<file path="config.mk">
export PLATFORM = sky130hd
export DESIGN_NAME = axi_rd_resp_router
export DESIGN_NICKNAME = d
export VERILOG_FILES = /design/src/rtl/axi_rd_resp_router.sv
export SDC_FILE = /design/constraint.sdc
export NUM_CORES = 1
export LEC_CHECK = 0
export ABC_AREA = 1
export BUFFER_PORTS_ARGS = -buffer_cell sky130_fd_sc_hd__buf_2
export CORE_AREA = 4 4 92 94
export CTS_CLUSTER_DIAMETER = 200
export DETAILED_ROUTE_END_ITERATION = 10
export DIE_AREA = 0 0 96 98
export GPL_TIMING_DRIVEN = 0
export PLACE_DENSITY_LB_ADDON = 0.12
export SLEW_MARGIN = 40
export SYNTH_ARGS = -nofsm -noshare
export SYNTH_HDL_FRONTEND = slang
export SYNTH_SLANG_ARGS = --single-unit
</file>
<file path="constraint.sdc">
create_clock -name clk -period 2.8 [get_ports clk]
set_clock_uncertainty 0.1 [all_clocks]
set_input_delay 0.14 -clock clk [delete_from_list [all_inputs] [get_ports clk]]
set_output_delay 0.14 -clock clk [all_outputs]
set_load 0.03 [all_outputs]
</file>
<file path="src/rtl/axi_rd_resp_router.sv">
// In-order read-return router: queues the slave index of each accepted read address and steers
// R beats from the head slave to the master. Optional burst-length checking: AXI_RD_RESP_LEN_CHECK_EN.
module axi_rd_resp_router #(
  parameter int DEPTH = 4,
  parameter int DW    = 32
) (
  input  logic                     clk,
  input  logic                     reset,
  input  logic                     a_fire,
  input  logic [2:0]               a_sel,
  input  logic [7:0]               a_len,
  output logic                     a_full,
  input  logic [5*DW-1:0]          s_rdata,
  input  logic [9:0]               s_rresp,
  input  logic [4:0]               s_rlast,
  input  logic [4:0]               s_rvalid,
  output logic [4:0]               s_rready,
  output logic [DW-1:0]            m_rdata,
  output logic [1:0]               m_rresp,
  output logic                     m_rlast,
  output logic                     m_rvalid,
  input  logic                     m_rready,
  output logic [$clog2(DEPTH):0]   outstanding,
  output logic                     err
);

  localparam int PW = $clog2(DEPTH);
  localparam int CW = PW + 1;
  localparam int NS = 5;
  localparam logic [CW-1:0] FULL_CNT = CW'(DEPTH);

  // Outstanding-burst FIFO; read side is combinational so the head steers the same cycle.
  logic [2:0]    sel_mem [DEPTH];
  logic [7:0]    len_mem [DEPTH];
  logic [PW-1:0] wr_ptr_reg;
  logic [PW-1:0] rd_ptr_reg;
  logic [CW-1:0] count_reg;
  logic          err_reg;

  logic [2:0]    sel_mapped;
  logic          push;
  logic          overflow;
  logic          not_empty;
  logic [2:0]    head_sel;
  logic [7:0]    head_len;
  logic          beat_fire;
  logic          pop;
  logic          len_err;

  logic [NS-1:0] head_hit;
  logic [DW-1:0] data_masked [NS];
  logic [1:0]    resp_masked [NS];

  assign sel_mapped = (a_sel > 3'd4) ? 3'd0 : a_sel;
  assign a_full     = (count_reg == FULL_CNT);
  assign push       = a_fire && !a_full;
  assign overflow   = a_fire && a_full;
  assign not_empty  = (count_reg != '0);
  assign head_sel   = sel_mem[rd_ptr_reg];
  assign head_len   = len_mem[rd_ptr_reg];
  assign outstanding = count_reg;
  assign err        = err_reg;

  // Per-slave one-hot select; only the head slave sees the master's ready.
  genvar gi;
  generate
    for (gi = 0; gi < NS; gi++) begin : g_slave
      assign head_hit[gi]    = not_empty && (head_sel == 3'(gi));
      assign s_rready[gi]    = head_hit[gi] && m_rready;
      assign data_masked[gi] = {DW{head_hit[gi]}} & s_rdata[gi*DW +: DW];
      assign resp_masked[gi] = {2{head_hit[gi]}} & s_rresp[2*gi +: 2];
    end
  endgenerate

  always_comb begin
    m_rdata = '0;
    m_rresp = '0;
    for (int i = 0; i < NS; i++) begin
      m_rdata = m_rdata | data_masked[i];
      m_rresp = m_rresp | resp_masked[i];
    end
  end

  assign m_rvalid  = |(head_hit & s_rvalid);
  assign m_rlast   = |(head_hit & s_rlast);
  assign beat_fire = m_rvalid && m_rready;
  assign pop       = beat_fire && m_rlast;

  // Entry storage carries no reset; validity is tracked by count_reg alone.
  always_ff @(posedge clk) begin
    if (push) begin
      sel_mem[wr_ptr_reg] <= sel_mapped;
      len_mem[wr_ptr_reg] <= a_len;
    end
  end

  always_ff @(posedge clk) begin
    if (reset) begin
      wr_ptr_reg <= '0;
      rd_ptr_reg <= '0;
      count_reg  <= '0;
    end else begin
      if (push) begin
        wr_ptr_reg <= wr_ptr_reg + 1'b1;
      end
      if (pop) begin
        rd_ptr_reg <= rd_ptr_reg + 1'b1;
      end
      case ({push, pop})
        2'b10:   count_reg <= count_reg + 1'b1;
        2'b01:   count_reg <= count_reg - 1'b1;
        default: count_reg <= count_reg;
      endcase
    end
  end

`ifdef AXI_RD_RESP_LEN_CHECK_EN
  logic [7:0] beat_cnt_reg;

  always_ff @(posedge clk) begin
    if (reset) begin
      beat_cnt_reg <= '0;
    end else if (pop) begin
      beat_cnt_reg <= '0;
    end else if (beat_fire) begin
      beat_cnt_reg <= beat_cnt_reg + 8'd1;
    end
  end

  // Early or late rlast relative to the recorded burst length.
  assign len_err = beat_fire &&
                   ((m_rlast && (beat_cnt_reg != head_len)) ||
                    (!m_rlast && (beat_cnt_reg == head_len)));
`else
  logic len_unused;
  assign len_unused = ^head_len;
  assign len_err    = 1'b0;
`endif

  always_ff @(posedge clk) begin
    if (reset) begin
      err_reg <= 1'b0;
    end else if (overflow || len_err) begin
      err_reg <= 1'b1;
    end
  end

endmodule

</file>
==> results.ini, run 1 <==
[detailed_routing]
drtPass1Iterations = 4
postRouteAntennaNets = 0
drc = 0
wl_per_cell_um = 14.8
drtIter0Drc = 65
routed_wirelength_um = 10600
vias = 3289
viasPerCell = 4.61

[setup_path]
path_max_fanout = 8
r2r_setup_slack_ps = 200
cpPeakStageDelay_ps = 390
cp_num_buf_inv = 3
crit_cells = 18
worstSetupEndpoint = outstanding[2]
slowest_stage = fa_1
crit_chain = inv_2, nand2_1, nand3_1, nand2_2, nor2_2, nand2_4, inv_6, nand2_2, nand2_2, o21ai_1, nor2_2, ha_1, inv_1, fa_1, a21oi_1, o21ai_1, o21ai_1, a21oi_1
cp_top_family = simple AND/OR/NAND/NOR gates
r2r_cells = 18
reg2reg_to = outstanding[2]
cp.arrival_ps = 2650
crit_type = flip-flop to flip-flop
crit_required_ps = 2840
worst_setup_path_end_kind = flip-flop
crit_path_start_kind = flip-flop

[pwr]
max-vdd-ir-drop_v = 0.000326
power_mw = 1.25
leakage_nw = 2.30
cellPowerDensity_nw_per_um2 = 324

[timing]
min_period_ps = 2600
max_freq_ghz = 0.384
post-route-period-util_pct = 93.0
finalHoldViolations = 0
slew_headroom_pct = 66.9
rsz0062_at_grt = false
slew_viol_final = 0
worst_slew_pin_slew_ps = 497
setup_viol = 0

[synthesis]
yosysTopAreaCell = nand2_1
synth_ff_type = edfxtp_1
synth_commonest_cells = nand2_1 (187), a221oi_2 (25), inv_1 (22)
syn-num-nets = 571
yosys-top-cells-area = nand2_1 (29%), a221oi_2 (15%), edfxtp_1 (15%)
synth_top_area_share_pct = 28.7
synth_warnings = 0
syn_area_per_cell_um2 = 6.61
synth_enable_flop_cells = 12
synth_cells = 370
yosysUniqueCellTypes = 28
ys_ff_latch = 22
ys_seq_area_share_pct = 22.9
synth_area_um2 = 2440
yosysMostFrequentCell = nand2_1
async_flop_share_pct = 0

[job]
maxCapViolCount = 0

[layout]
seq_area_um2 = 566
final_cells = 714
multi_input_area_um2 = 1710
fill_cells = 818
fin_util_pct = 50.3
top_register = sel_mem
largest_reg_flops = 12
nets = 813
drive_above_1_share_pct = 50.4
syn_to_final_growth_pct = 57.3

[placed_design]
gp_congestion = 0.908
io_buffers = 232
dp_cells = 704
hpwlAfterDp_um = 9200

[grt]
grt_pass1_vias = 3263
grt_max_degree = 13
use_met1_pct = 23.2
grt_use_met2_pct = 40.5
antenna_found_initial = 1
gr-total-overflow = 0
grt.total_usage_pct = 21.0
met3_usage_pct = 3.70
grt_pass1_wl_um = 15800
busiest_layer = met2

[floorplan]
rows = 32
die_w_um = 96
ios = 241
core_area_um2 = 7650
initial_core_util_pct = 32.0
die_h_um = 98
dieArea_um2 = 9410

[clocking]
clk_latency_ps = 250
cts_made_buffers = 3
clk_pin_slew_ps = 70
h-tree-depth = 1
cts_tree = built
clock_path_buffers = 2
numClockSinks = 22
cts-root-buf = clkbuf_8

[hold_path]
hold_class = input port to flip-flop

[status]
outcome = complete, no violations

-- logic make-up after synthesis --
kind of cell    count (synthesis)  share of synthesized area (%)
buf+inv                        43                           7.83
compound gates                 56                           23.3
fa+ha+maj                       6                           3.38
simple gates                  243                           42.5
flops                          22                           22.9
-- cells in the final DEF, fill, tap and decap left out, types with 2 or more instances in the layout --
cell type	instances
buf_2	240
nand2_1	187
a221oi_2	25
inv_1	22
nand3_1	15
nor2_1	15
a21oi_1	13
edfxtp_1	12
buf_4	8
dfxtp_1	8
nor2_2	7
nand3_2	5
nand2_2	5
a22o_1	5
ha_1	5
inv_2	4
a221oi_1	4
o21ai_0	4
nand2_4	3
o21ai_1	3
nor3_1	3
clkbuf_8	3
nor2_8	2
buf_1	2
-- stage by stage --
step / setup WS, ps / cell area [um2] / hold slack [ps] / TNS [ps]
after floorplan: 140 / 2450 / 109 / 0
after global placement: -0.731 / 3740 / 211 / -0.731
after detailed placement: -25.5 / 3740 / 222 / -25.5
after CTS: 19.8 / 3790 / 27.3 / 0
after global routing: 3.56 / 3850 / 40.0 / 0
final: 195 / 3850 / 33.6 / 0
-- final cells by class --
cell class / instances / share of cell area [%]
diodes: 1 / 0.0651
plain buffers: 15 / 2.11
clock buffers: 3 / 1.07
clock inverters: 1 / 0.0976
inverters: 28 / 2.93
multi-input cells: 305 / 44.5
flip-flops and latches: 22 / 14.7
well taps: 102 / 3.32
repair buffers: 237 / 31.2
-- timing repair --
action,4_1_cts,5_1_grt
hold buffers,1,0
gates resized for setup,1,9
pin swaps,0,5
setup buffers,0,4
setup endpoints to repair,1,1
hold endpoints to repair,1,0
-- worst min-delay path by stage --
stage,to,slack (ps),cells after the start,from
after detailed placement,err,220,2,reset
after floorplan,err,110,1,reset
final,err,30,3,a_fire
after global routing,err,40,3,a_fire
after global placement,err,210,2,reset
after CTS,err,30,3,a_fire
-- power by group --
part           leakage (nW)  internal [mW]  switching (mW)  total [mW]
combinational          2.08          0.260           0.431       0.692
clock                0.0231         0.0975          0.0916       0.189
sequential            0.195          0.356         0.00918       0.365
-- layer usage --
metal	vias to the layer above	share of wire (%)	wire length (um)
li1	1717	-	-
met1	1456	38	4030
met4	0	1.4	145
met2	104	53	5600
met3	12	7.7	815
met5	-	0	0
-- worst register-to-register path, stage by stage (launching register included) --
cell,delay [ps]
dfxtp_4,370
inv_2,90
nand2_1,80
nand3_1,90
nand2_2,100
nor2_2,160
nand2_4,90
inv_6,80
nand2_2,50
nand2_2,50
o21ai_1,80
nor2_2,130
ha_1,150
inv_1,70
fa_1,390
a21oi_1,150
o21ai_1,90
o21ai_1,120
a21oi_1,50
Power figures use the tool's default switching activity.
==> run 2, diff against run 1 <==
CELL_PAD_IN_SITES_DETAIL_PLACEMENT = 1   (was unset)
CELL_PAD_IN_SITES_GLOBAL_PLACEMENT = 1   (was unset)
CORE_AREA = unset   (was 4 4 92 94)
CORE_MARGIN = 4   (was unset)
CORE_UTILIZATION = 23   (was unset)
DIE_AREA = unset   (was 0 0 96 98)
==> results.ini, run 2 (same netlist as run 1, synthesis figures left out) <==
[clocking]
numClockSinks = 22  ; unchanged
cts_made_buffers = 3  ; unchanged
cts-root-buf = clkbuf_8
cts_tree = built
clk_pin_slew_ps = 70  ; about the same
clk_latency_ps = 250  ; about the same
h-tree-depth = 1  ; unchanged
clock_path_buffers = 2  ; unchanged

[detailed_routing]
dr.max_layer_used = met5
drc = 0  ; unchanged
vias = 3421  ; +4.0%
wl_per_cell_um = 16.6  ; +12%
wl_met1_um = 4930  ; +22%
routed_wirelength_um = 12500  ; +18%
dr_wl_met3_um = 802  ; -1.6%
wl_met2_um = 6520  ; +16%
viasPerCell = 4.54  ; -1.4%
drtPass1Iterations = 4  ; unchanged
postRouteAntennaNets = 0  ; unchanged
drtIter0Drc = 136  ; +110%

[pwr]
power_mw = 1.28  ; +2.4%
leakage_nw = 2.33  ; +0.99%
cellPowerDensity_nw_per_um2 = 322  ; -0.52%
max-vdd-ir-drop_v = 0.000231  ; -29%

[layout]
largest_reg_flops = 12  ; unchanged
drive_above_1_share_pct = 52.3  ; +1.9 points
top_register = sel_mem
mostFrequentLayoutCell = buf_2
nets = 816  ; +0.37%
fin_area_um2 = 3960  ; +3.0%
fill_cells = 1423  ; +74%
mostFrequentLayoutCells = buf_2 (240), nand2_1 (183), a221oi_2 (25), inv_1 (21), nor2_1 (16)
final_cells = 753  ; +5.5%
syn_to_final_growth_pct = 62.0

[grt]
grt_pass1_wl_um = 19100  ; +21%
grt_pass1_vias = 3553  ; +8.9%
grt.total_usage_pct = 19.0  ; -2.0 points
grt_max_degree = 13  ; unchanged
antenna_found_initial = 3  ; +2
gr-total-overflow = 0  ; unchanged

[hold_path]
hold_class = input port to flip-flop
hold_depth = 3  ; unchanged

[timing]
finalHoldViolations = 0  ; unchanged
slew_viol_final = 0  ; unchanged
min_period_ps = 2600  ; -3.28 ps
setup_viol = 0  ; unchanged
post-route-period-util_pct = 92.9  ; -0.12 points
max_freq_ghz = 0.384  ; +0.13%
worst_slew_pin_slew_ps = 478  ; -19.4 ps
slew_headroom_pct = 68.1  ; +1.3 points

[status]
outcome = complete, no violations

[floorplan]
initial_core_util_pct = 23.7  ; -8.3 points
die_w_um = 111  ; +16%
dieArea_um2 = 12300  ; +31%
die_h_um = 111  ; +13%
rows = 37  ; +16%
ios = 241  ; unchanged
core_area_um2 = 10300  ; +35%

[placed_design]
io_buffers = 232  ; unchanged
gp_congestion = 0.918  ; +1.2%
hpwlAfterDp_um = 10900  ; +18%
dp_cells = 738  ; +4.8%
place_area_um2 = 3780  ; +1.1%

[setup_path]
cpPeakStageDelay_ps = 390  ; about the same
crit_required_ps = 2840  ; about the same
cp.arrival_ps = 2640  ; about the same
slowest_stage = dfxtp_4
worst_setup_path_end_kind = flip-flop
crit_chain = inv_4, nand2_2, nand3_1, nand2_4, nand2_4, nor2_8, nand2_1, nand2_2, o21ai_1, nor2_2, ha_2, inv_2, fa_2, a21oi_2, o21ai_2, o21ai_1, a21oi_1
crit_type = flip-flop to flip-flop
crit_path_start_kind = flip-flop
path_max_fanout = 7  ; -1
r2r_cells = 17  ; -1

[job]
maxCapViolCount = 0  ; unchanged

==> run 2: cell count changes in the layout (fill, tap and decap cells not counted), moves of 2 or more <==
| cell | delta |
|---|---|
| diode_2 | +2 |
| nand2_2 | +3 |
| buf_4 | +3 |
| nand2_1 | -4 |
| nor2_2 | -2 |
==> run 2: final timing paths <==
check	start	endpoint	slack (ps)
min reg2reg	err	err	360
max reg2reg	flip-flop	outstanding[2]	200
max	flip-flop	outstanding[2]	200
min	a_fire	err	40
==> run 2: repair_timing <==
action / in CTS / in global routing
gates resized for setup: 3 / 22
setup endpoints to repair: 1 / 1
hold buffers: 1 / 0
pin swaps: 2 / 12
buffers inserted: 3 / 4
endpoints found under the hold margin: 1 / 0
==> run 2: final cells by class <==
cell class / count / area, um2 / area share [%]
inverter: 28 / 120 / 3.03
clock buffer: 4 / 45.0 / 1.14
sequential: 22 / 567 / 14.3
timing repair buffer: 240 / 1220 / 30.9
antenna: 3 / 7.51 / 0.190
multi-input combinational: 305 / 1750 / 44.1
buffer: 15 / 81.3 / 2.05
tap: 136 / 170 / 4.30
==> run 2: metal layers <==
metal	global-route usage, %	vias up
met3	3.98	20
met2	36.0	128
li1	-	1720
met5	0	-
met4	3.97	2
met1	21.8	1551
==> run 2: worst max-delay path, delay by kind of cell, from the launching register on <==
family          cells  cell delay (ps)
compound gates      5              490
fa+ha+maj           2              570
buf+inv             2              120
flops               1              390
simple gates        8              820
==> run 2: through the flow <==
stage	setup TNS (ps)	utilization, %	hold slack [ps]	setup slack (ps)
floorplan	0	-	109	140
global placement	-48.1	36.6	211	-48.1
detailed placement	-117	36.6	224	-117
CTS	0	37.5	41.8	18.2
global route	-19.7	38.3	37.0	-19.7
finish	0	38.4	44.0	199
==> run 2: power by group <==
group	leakage (nW)	internal, mW	total, mW	switching [mW]
Sequential	0.196	0.356	0.366	0.0103
Clock	0.0228	0.101	0.193	0.0923
Combinational	2.11	0.268	0.716	0.448
==> run 3, diff against run 2 <==
CTS_BUF_LIST = sky130_fd_sc_hd__clkbuf_4 sky130_fd_sc_hd__clkbuf_8   (was unset)
==> results.ini, run 3 (same netlist as run 1, synthesis figures left out) <==
[timing]
slew_viol_final = 0  ; unchanged
setup_viol = 0  ; unchanged
worst_slew_pin_slew_ps = 478  ; unchanged
finalHoldViolations = 0  ; unchanged
slew_headroom_pct = 68.1  ; unchanged
max_freq_ghz = 0.384  ; about the same
min_period_ps = 2600  ; -0.0100 ps
post-route-period-util_pct = 92.9  ; about the same

[job]
maxCapViolCount = 0  ; unchanged

[setup_path]
slowest_stage = dfxtp_4
cp.arrival_ps = 2640  ; about the same
r2r_cells = 17  ; unchanged
crit_type = flip-flop to flip-flop
r2r_setup_slack_ps = 200  ; about the same
path_max_fanout = 7  ; unchanged
cpPeakStageDelay_ps = 390  ; about the same
crit_chain = inv_4, nand2_2, nand3_1, nand2_4, nand2_4, nor2_8, nand2_1, nand2_2, o21ai_1, nor2_2, ha_2, inv_2, fa_2, a21oi_2, o21ai_2, o21ai_1, a21oi_1
crit_path_start_kind = flip-flop
reg2reg_to = outstanding[2]
worst_setup_path_end_kind = flip-flop
crit_required_ps = 2840  ; about the same

[placed_design]
dp_cells = 738  ; unchanged
place_area_um2 = 3780  ; unchanged
io_buffers = 232  ; unchanged
gp_congestion = 0.918  ; unchanged
hpwlAfterDp_um = 10900  ; unchanged

[detailed_routing]
drc = 0  ; unchanged
routed_wirelength_um = 12500  ; about the same
wl_per_cell_um = 16.6  ; about the same
drtIter0Drc = 138  ; +1.5%
viasPerCell = 4.54  ; about the same
vias = 3422  ; +0.029%
drtPass1Iterations = 4  ; unchanged
postRouteAntennaNets = 0  ; unchanged

[pwr]
leakage_nw = 2.33  ; +0.15%
p_int_uw = 735  ; +1.3%
clkPwrFrac_pct = 15.6  ; +0.4 points
max-vdd-ir-drop_v = 0.000225  ; -2.2%
cellPowerDensity_nw_per_um2 = 324  ; +0.48%
swShare_pct = 42.7  ; -0.43 points
power_mw = 1.28  ; +0.57%
p_switching_uw = 548  ; -0.44%
p_seq_share_pct = 28.6  ; about the same
p_comb_share_pct = 55.8  ; -0.3 points

[clocking]
cts_tree = built
numClockSinks = 22  ; unchanged
cts-root-buf = clkbuf_8
clock_path_buffers = 2  ; unchanged
clk_pin_slew_ps = 70  ; about the same
clk_latency_ps = 250  ; about the same
h-tree-depth = 1  ; unchanged
cts_made_buffers = 3  ; unchanged

[floorplan]
ios = 241  ; unchanged
core_area_um2 = 10300  ; unchanged
die_w_um = 111  ; unchanged
initial_core_util_pct = 23.7  ; unchanged
rows = 37  ; unchanged
die_h_um = 111  ; unchanged
dieArea_um2 = 12300  ; unchanged

[layout]
top_register = sel_mem
fill_cells = 1421  ; -0.14%
seq_area_um2 = 567  ; unchanged
drive_above_1_share_pct = 52.4  ; +0.16 points
fin_util_pct = 38.4  ; about the same
mostFrequentLayoutCells = buf_2 (240), nand2_1 (183), a221oi_2 (25), inv_1 (21), nor2_1 (16)
mostFrequentLayoutCell = buf_2
nets = 816  ; unchanged
fin_area_um2 = 3960  ; about the same
largest_reg_flops = 12  ; unchanged
final_cells = 753  ; unchanged
syn_to_final_growth_pct = 62.1  ; about the same
multi_input_area_um2 = 1750  ; unchanged

[grt]
grt_pass1_vias = 3552  ; -0.028%
grt.total_usage_pct = 19.0  ; about the same
antenna_found_initial = 3  ; unchanged
gr-total-overflow = 0  ; unchanged
grt_pass1_wl_um = 19100  ; about the same
grt_max_degree = 13  ; unchanged

[status]
outcome = complete, no violations

[hold_path]
hold_end = err
hp-start = a_fire
hold_class = input port to flip-flop
hold_depth = 3  ; unchanged

==> run 3: power by group through the flow <==
stage	logic [mW]	registers, mW	clock network, mW
floorplan	0.407	0.379	0
global placement	0.689	0.373	0
detailed placement	0.701	0.374	0
CTS	0.709	0.366	0.210
global route	0.783	0.368	0.228
finish	0.716	0.366	0.201
==> run 3: worst max-delay path by stage <==
stage / startpoint / cells after the start / endpoint
6_report: flip-flop / 17 / outstanding[2]
3_5_place_dp: flip-flop / 17 / outstanding[2]
3_3_place_gp: flip-flop / 17 / outstanding[2]
4_1_cts: flip-flop / 18 / outstanding[2]
5_1_grt: flip-flop / 19 / outstanding[2]
2_1_floorplan: outstanding[0] / 15 / outstanding[2]
==> run 3: repair_timing <==
| item | 4_1_cts | 5_1_grt |
|---|---|---|
| buffers inserted | 3 | 4 |
| hold buffers | 1 | 0 |
| endpoints found under the setup margin | 1 | 1 |
| endpoints found under the hold margin | 1 | 0 |
| gates resized for setup | 3 | 22 |
| pin swaps | 2 | 12 |
==> run 3: worst max-delay path: cells and delay by family (launching register included) <==
| kind | cells | cell delay [ps] |
|---|---|---|
| and+or+nand+nor | 8 | 820 |
| adders and majority gates | 2 | 570 |
| AOI/OAI and AO/OA | 5 | 490 |
| DFF | 1 | 390 |
| buffers and inverters | 2 | 120 |
==> run 3: stage by stage <==
step,worst slack (ps),setup TNS [ps],hold slack [ps]
final,199,0,43.9
after global routing,-19.7,-19.7,37.0
after CTS,18.2,0,41.8
after detailed placement,-117,-117,224
after global placement,-48.1,-48.1,211
after floorplan,140,0,109
==> run 3: cell type report <==
cell class              count  area share [%]
plain buffers              15            2.05
multi-input cells         305            44.0
inverters                  28            3.03
well taps                 136            4.29
diodes                      3           0.189
clock buffers               4            1.23
flip-flops and latches     22            14.3
repair buffers            240            30.9
==> run 3: per-layer routing <==
metal / wire length (um) / global-route usage, %
met1: 4920 / 21.8
met2: 6530 / 36.0
met3: 802 / 3.98
met4: 238 / 3.97
met5: 13 / 0
